--- config.mk ---
export PLATFORM = sky130hd
export DESIGN_NAME = mru_tracker
export DESIGN_NICKNAME = d
export VERILOG_FILES = /design/src/rtl/mru_tracker.sv
export SDC_FILE = /design/constraint.sdc
export NUM_CORES = 1
export LEC_CHECK = 0
export ABC_AREA = 1
export CAP_MARGIN = 20
export CELL_PAD_IN_SITES_DETAIL_PLACEMENT = 0
export CELL_PAD_IN_SITES_GLOBAL_PLACEMENT = 1
export CORE_AREA = 4 4 134 136
export DETAILED_ROUTE_END_ITERATION = 10
export DIE_AREA = 0 0 138 140
export GPL_TIMING_DRIVEN = 0
export PLACE_DENSITY = 0.57
export SYNTH_ARGS = -nofsm -noshare
export SYNTH_HDL_FRONTEND = slang
export SYNTH_SLANG_ARGS = --single-unit
--- constraint.sdc ---
create_clock -name clk -period 9.8 [get_ports clk]
set_input_delay 1.96 -clock clk [delete_from_list [all_inputs] [get_ports clk]]
set_output_delay 1.96 -clock clk [all_outputs]
set_load 0.02 [all_outputs]
--- src/rtl/mru_tracker.sv ---
// mru_tracker: rank-ordered most-recently-used tracker for N_CH buttons with MRU/LRU eviction when full.
module mru_tracker #(
  parameter int N_CH     = 5,
  parameter int TICK_DIV = 100000000,
  parameter int MODE     = 0,
  parameter int IDX_W    = $clog2(N_CH)
) (
  input  logic             clk,
  input  logic             rst,
  input  logic [N_CH-1:0]  btn,
  input  logic             clr,
  output logic [N_CH-1:0]  led_free,
  output logic [IDX_W:0]   occ_count,
  output logic [IDX_W-1:0] mru_idx,
  output logic [IDX_W-1:0] lru_idx,
  output logic             evict_valid,
  output logic [IDX_W-1:0] evict_idx,
  output logic             tick
);
  localparam int CNT_W = $clog2(TICK_DIV);
  localparam logic [1:0] IDLE = 2'd0, ACCESS = 2'd1, CHECK = 2'd2;
  localparam logic [IDX_W-1:0] VRANK = (MODE != 0) ? IDX_W'(N_CH - 1) : '0;
  logic [CNT_W-1:0] cnt_q;
  logic [1:0] st_q, st_d;
  logic [N_CH-1:0] btn_q, btn_d, occ_q, occ_d;
  logic clr_q, clr_d, ev_q, ev_d;
  logic [IDX_W-1:0] evi_q, evi_d, c, v;
  logic [IDX_W-1:0] rank_q [N_CH];
  logic [IDX_W-1:0] rank_d [N_CH];
  assign tick = cnt_q == CNT_W'(TICK_DIV - 1);
  assign led_free = ~occ_q;
  assign evict_valid = ev_q;
  assign evict_idx = evi_q;
  always_comb begin
    c = '0;
    v = '0;
    for (int i = N_CH - 1; i >= 0; i--) begin
      if (btn_q[i]) c = IDX_W'(i);
      if (occ_q[i] && rank_q[i] == VRANK) v = IDX_W'(i);
    end
  end
  always_comb begin
    st_d = st_q;
    btn_d = btn_q;
    clr_d = clr_q;
    occ_d = occ_q;
    rank_d = rank_q;
    ev_d = 1'b0;
    evi_d = evi_q;
    if (st_q == IDLE) begin
      if (tick) begin
        btn_d = btn;
        clr_d = clr;
        st_d = ACCESS;
      end
    end else if (st_q == ACCESS) begin
      st_d = CHECK;
      if (clr_q) begin
        occ_d = '0;
        rank_d = '{default: '0};
        st_d = IDLE;
      end else if (|btn_q) begin
        // channels more recent than the hit (or all, on a miss) age by one
        for (int i = 0; i < N_CH; i++)
          if (occ_q[i] && (!occ_q[c] || rank_q[i] < rank_q[c])) rank_d[i] = rank_q[i] + 1'b1;
        rank_d[c] = '0;
        occ_d[c] = 1'b1;
      end
    end else begin
      st_d = IDLE;
      if (&occ_q) begin
        for (int i = 0; i < N_CH; i++)
          if (occ_q[i] && rank_q[i] > rank_q[v]) rank_d[i] = rank_q[i] - 1'b1;
        occ_d[v] = 1'b0;
        rank_d[v] = '0;
        ev_d = 1'b1;
        evi_d = v;
      end
    end
  end
  always_ff @(posedge clk) begin
    if (rst) begin
      cnt_q <= '0;
      st_q <= IDLE;
      btn_q <= '0;
      clr_q <= 1'b0;
      occ_q <= '0;
      rank_q <= '{default: '0};
      ev_q <= 1'b0;
      evi_q <= '0;
    end else begin
      cnt_q <= tick ? '0 : cnt_q + 1'b1;
      st_q <= st_d;
      btn_q <= btn_d;
      clr_q <= clr_d;
      occ_q <= occ_d;
      rank_q <= rank_d;
      ev_q <= ev_d;
      evi_q <= evi_d;
    end
  end
  always_comb begin
    occ_count = '0;
    for (int i = 0; i < N_CH; i++) occ_count = occ_count + (IDX_W + 1)'(occ_q[i]);
  end
  always_comb begin
    mru_idx = '0;
    lru_idx = '0;
    for (int i = 0; i < N_CH; i++) begin
      if (occ_q[i] && rank_q[i] == '0) mru_idx = IDX_W'(i);
      if (occ_q[i] && {1'b0, rank_q[i]} == occ_count - 1'b1) lru_idx = IDX_W'(i);
    end
  end
endmodule

==> flow_metrics.tcl <==
set metrics [dict create \
    synth.top_cells.by_area "dfxtp_1, ha_1, nand2_1" \
    postLayoutCellArea_um2 5780 \
    cp.required_ns 7.84 \
    synthDistinctLibCells 52 \
    synthArstFlopShare_pct 0 \
    critical_path.top_delay_family "adder cells" \
    outcome "completed" \
    yosysTopAreaCell "dfxtp_1" \
    num_rows 48 \
    clock_latency_ns 0.33 \
    overflow 0 \
    clock-sinks 59 \
    p_per_area_nw_per_um2 97.0 \
    final_layout_size_suffix_gt1_share_pct 11.3 \
    setup-violations-final 0 \
    synth_edf_count 0 \
    critical_path.cell_chain "fa_1 -> inv_1 -> fa_1 -> inv_1 -> ha_1 -> inv_1 -> ha_1 -> inv_1 -> a22oi_1 -> o21ai_0 -> nor4_1 -> a21oi_1 -> clkdlybuf4s50_1" \
    arrival_ns 4.22 \
    routedWlPerCell_um 16.2 \
    floorplan.initialDensity_pct 29.2 \
    antenna_found_initial 1 \
    report.final.slew_viol_count 0 \
    cts_tree "done" \
    synth_top_area_share_pct 23.9 \
    netlist_instances 721 \
    grt_max_degree 11 \
    wl_um 16000 \
    crit_fanout 6 \
    vias 4921 \
    clock_skew_ns 0.00971 \
    timing.critical_path.mode_cell "inv_1" \
    netlist_area_um2 4950 \
    synth_flop_cell "dfxtp_1" \
    rsz0062_at_grt "no" \
    cts_resized 0 \
    worstSetupPathType "reg2out" \
    synth_fa_ha_area_share_pct 11.2 \
    synth_compound_area_share_pct 15.5 \
    die-area_um2 19300 \
    utilization_pct 34.1 \
    max_clock_freq_mhz 162 \
    die_w_um 138 \
    fin_crit_sh_pct 63.1 \
    crit_slowest_cell "nor4_1" \
    clkSlewWorstSetupHoldPaths_ns 0.06 \
    coreArea_um2 16900 \
    grt_pass1_wl_um 25000 \
    avgSynthCellArea_um2 6.87 \
    synth.area.mux_share_pct 0 \
    ys_seq_area_share_pct 23.9 \
    cts_buffer_depth 2 \
    globalplace.congestion 0.852 \
    fin_cells 987 \
    syn2layout_area_growth_pct 16.6 \
    hold_buffers 0 \
    crit_buf_inv 5 \
    antenna_cells 0 \
    start_kind "flip-flop" \
    first_iter_violations 352 \
    synth_xor_xnor_area_share_pct 3.01 \
    worst_pin_slew_ns 0.817 \
    drc 0 \
    grt.total_usage_pct 16.4 \
    cpPeakStageDelay_ns 0.70 \
    dpl.cell_count 972 \
    yosys.area_share.simple_pct 36.6 \
    hpwl_um 12400 \
    drt-pass1-iter-count 4 \
    mappedNetlistNets 772 \
    fin_nets 809 \
    yosysWarnings 0 \
    post-route-min-period_ns 6.18 \
    power.total_uw 561 \
    end_kind "primary output" \
    cts_root_buf "clkbuf_16" \
    pin_count 28 \
    placedInstanceArea_um2 5500 \
    tns_ns 0 \
    slew_headroom_pct 45.0 \
    maxCapViolCount 0 \
    routed_via_density 4.99 \
    synthTopCellsByCount "nand2_1, inv_1, nand3_1, nor2_1, dfxtp_1" \
    hold_violations 0 \
    htreeDepth 3 \
    synth_top_family_by_area "simple AND/OR/NAND/NOR gates" \
    ys_ff_latch 59 \
    cts_buffers 9 \
    post_cts_buffers 0 \
    chipHeight_um 140 \
    postRouteAntennaNets 0 \
    hp-class "reg2reg" \
    ir_drop_mv 0.0754 \
    p_leak_nw 2.42 \
    port_buffers 25 \
    grt_pass1_vias 4597 \
    yosysMostFrequentCell "nand2_1" \
]
registers in the layout (all words and copies together), names as in the netlist:
signal / flops
btn_q: 5
clr_q: 1
cnt_q: 27
evict_idx: 3
evict_valid: 1
occ_q: 5
rank_q: 15
st_q: 2
per-layer routing:
layer  part of all wire, %  GRT usage (%)  wire (um)  up-vias
met5                 0.081              0         13        -
met1                    46           21.2       7440     2264
met4                   2.8           6.40        444        2
met2                    46           27.1       7410      129
met3                   4.5           3.21        714       31
li1                      -              -          -     2495
placed cells by master (no fill, tap or decap), drive strengths merged, types with 5 or more instances in the layout:
master / count
a211oi: 10
a21oi: 55
a31oi: 6
buf: 11
clkbuf: 21
clkdlybuf4s50: 25
clkinv: 5
dfxtp: 59
ha: 41
inv: 97
nand2: 130
nand3: 89
nand4: 15
nor2: 84
nor3: 15
nor4: 8
o21ai: 39
o21bai: 9
o22ai: 5
or2: 5
xnor2: 8
xor2: 9
cells by family after synthesis:
kind of cell | after synthesis
AOI/OAI and AO/OA | 132
DFF | 59
xor gates and xnor gates | 17
adders and majority gates | 43
and+or+nand+nor | 350
other | 1
buffers and inverters | 119
layout make-up:
type	instances	area (um^2)
fill	1889	11200
multi-input combinational	543	3290
sequential	59	1180
inverter	99	375
tap	225	282
timing repair buffer	26	258
clock buffer	11	253
buffer	20	113
clock inverter	4	26.3
where the power goes:
part | switching [mW] | internal (mW)
sequential | 0.000740 | 0.241
combinational | 0.00769 | 0.00439
clock | 0.124 | 0.183
through the flow:
stage	hold slack [ns]	setup WS, ns
4_1_cts	0.461	3.62
5_1_grt	0.475	3.39
3_3_place_gp	0.425	4.05
3_5_place_dp	0.450	3.99
2_1_floorplan	0.417	4.45
6_report	0.461	3.62
path summary, 6_finish.rpt:
| kind | start | endpoint | slack [ns] | cells past startpoint |
|---|---|---|---|---|
| setup / recovery | occ_q[0] | lru_idx[0] | 3.62 | 13 |
| hold / removal | cnt_q[0] | cnt_q[0] | 0.46 | 1 |
| setup reg to reg | rank_q[7] | rank_q[4] | 5.87 | 21 |
| hold reg to reg | cnt_q[0] | cnt_q[0] | 0.46 | 1 |
Power figures use the tool's default switching activity.
==> RTL change, RTL diff (same flow settings) <==
Change the parameter `TICK_DIV` from 100000000 to 25000000.
--- a/src/rtl/mru_tracker.sv
+++ b/src/rtl/mru_tracker.sv
@@ -1,7 +1,7 @@
 // mru_tracker: rank-ordered most-recently-used tracker for N_CH buttons with MRU/LRU eviction when full.
 module mru_tracker #(
   parameter int N_CH     = 5,
-  parameter int TICK_DIV = 100000000,
+  parameter int TICK_DIV = 25000000,
   parameter int MODE     = 0,
   parameter int IDX_W    = $clog2(N_CH)
 ) (
Formal check against the unedited RTL: no difference found for any inputs over 10 cycles, from zero or initial values and one cycle with rst high; that may be too few to reach the edited logic, so the function may still have changed.
==> RTL change against the original RTL <==
Maximum frequency shrank 1.4%; sequential cell count shrank 2; setup slack lost 86 ps; combinational power shrank 7%; critical path depth shrank 1; global-route usage grew 0.72 points; power is essentially flat; highest routed layer is now met4; wire length grew 2.9%; clock skew grew 3.7 ps; critical path type unchanged; area after synthesis shrank 1.6%; design area shrank 1.3%; utilization shrank 0.44 points; critical endpoint unchanged.
==> RTL change: results (changes against the original RTL) <==
| Metric | Value |
|---|---|
| Global router's overall resource usage | `17.1% (+0.72 points)` |
| Biggest area contributors in the synthesized netlist | `sky130_fd_sc_hd__dfxtp_1 (23%), sky130_fd_sc_hd__ha_1 (11%), sky130_fd_sc_hd__nand2_1 (9.8%), sky130_fd_sc_hd__nand3_1 (7.6%), sky130_fd_sc_hd__inv_1 (7.2%)` |
| Registers with the most flip-flops | `cnt_q x25, rank_q x15` |
| Wire length per cell after detailed routing | `16.6 um (+2.5%)` |
| Slowest Stage Delay on Critical Path | `670 ps (-30 ps)` |
| Layout cell share with drive strength beyond 1 | `12.0% (+0.72 points)` |
| Worst rel slew slack | `35.9% (-9.1 points)` |
| Initial antenna violation count | `0 (-1)` |
| Nets in the synthesized netlist | `777 (+0.65%)` |
| Routed vias | `4949 (+0.57%)` |
| Worst clock skew | `13.4 ps (+3.68 ps)` |
| First DRT Iteration DRCs | `393 (+12%)` |
| Weighted congestion reported at the end of routability-driven placement | `0.897 (+5.2%)` |
| Placed wire-length estimate after detailed placement | `12600 um (+1.4%)` |
| Outcome | `finished clean` |
| Proportion of synthesized chip area in sequential cells | `23.4% (-0.42 points)` |
| Placed instance area | `5420 um^2 (-1.5%)` |
| Number of port buffers | `26 (+4.0%)` |
| Worst vdd ir | `0.0700 mV (-7.2%)` |
| Vias in the first global route | `4811 (+4.7%)` |
| Average instance area after synthesis | `6.71 um^2 (-2.3%)` |
| Critical Path AT | `4310 ps (+90 ps)` |
| Leading cell types by count after synthesis | `sky130_fd_sc_hd__nand2_1 (127), sky130_fd_sc_hd__inv_1 (93), sky130_fd_sc_hd__nand3_1 (74), sky130_fd_sc_hd__nor2_1 (70)` |
| Worst setup timing slack at the placement stage | `4020 ps (+29.7 ps)` |
| Skew-Pair Late Insertion Delay | `350 ps (+20 ps)` |
| First-pass GRT wire length | `26200 um (+5.1%)` |
| Maximum fanout count along the critical path | `4 (-2)` |
| Pleak | `2.35 nW (-2.9%)` |
| Cell count after placement | `977 (+0.51%)` |
| First-pass iteration count of the detailed router | `5 (+1)` |
| Net count, final | `814 (+0.62%)` |
==> RTL change: cell count changes after synthesis, sizes merged, moves of 3 or more <==
cell / unedited run / this run
a21oi: 55 / 62
a31oi: 6 / 2
inv: 97 / 106
nand2: 130 / 141
nand3: 89 / 81
nand4: 15 / 20
nor2: 84 / 88
nor3b: 1 / 5
o21ai: 39 / 31
o21bai: 9 / 2
or2: 5 / 2
xnor2: 8 / 11
==> RTL change: final timing paths <==
kind,from,endpoint,slack (ps),depth (start not counted)
worst max-delay path,occ_q[1],lru_idx[0],3530,12
worst min-delay path,cnt_q[0],cnt_q[0],460,1
worst max register to register,rank_q[6],rank_q[0],6020,18
worst min register to register,cnt_q[0],cnt_q[0],460,1
==> RTL change: per-layer routing <==
metal  vias up  track usage (%)  share of wire, %
li1       2485                -                 -
met1      2329             24.0                50
met2       111             26.2                43
met3        24             2.42               4.3
met4         0             7.54               2.3
met5         -                0                 0
==> RTL change: cell type report <==
cell class | instances | area [um^2]
repair buffers | 26 | 260
multi-input cells | 544 | 3230
flip-flops and latches | 57 | 1140
plain buffers | 18 | 101
clock buffers | 10 | 239
well taps | 225 | 282
inverters | 107 | 405
fillers | 1890 | 11200
clock inverters | 4 | 45.0
==> RTL change: cells by family (layout without fill, tap and decap cells) <==
group / Yosys count / count (layout) / synth area share [%]
and+or+nand+nor: 358 / 358 / 36.5
other: 1 / 1 / 0.0770
DFF: 57 / 57 / 23.4
buffers and inverters: 125 / 165 / 10.4
adders and majority gates: 43 / 43 / 11.4
AOI/OAI and AO/OA: 123 / 123 / 14.8
xor gates and xnor gates: 19 / 19 / 3.42
==> RTL change: power by group <==
group | total (mW) | internal [mW] | switching, mW
clock network | 0.315 | 0.199 | 0.116
logic | 0.0113 | 0.00447 | 0.00684
registers | 0.234 | 0.233 | 0.000870
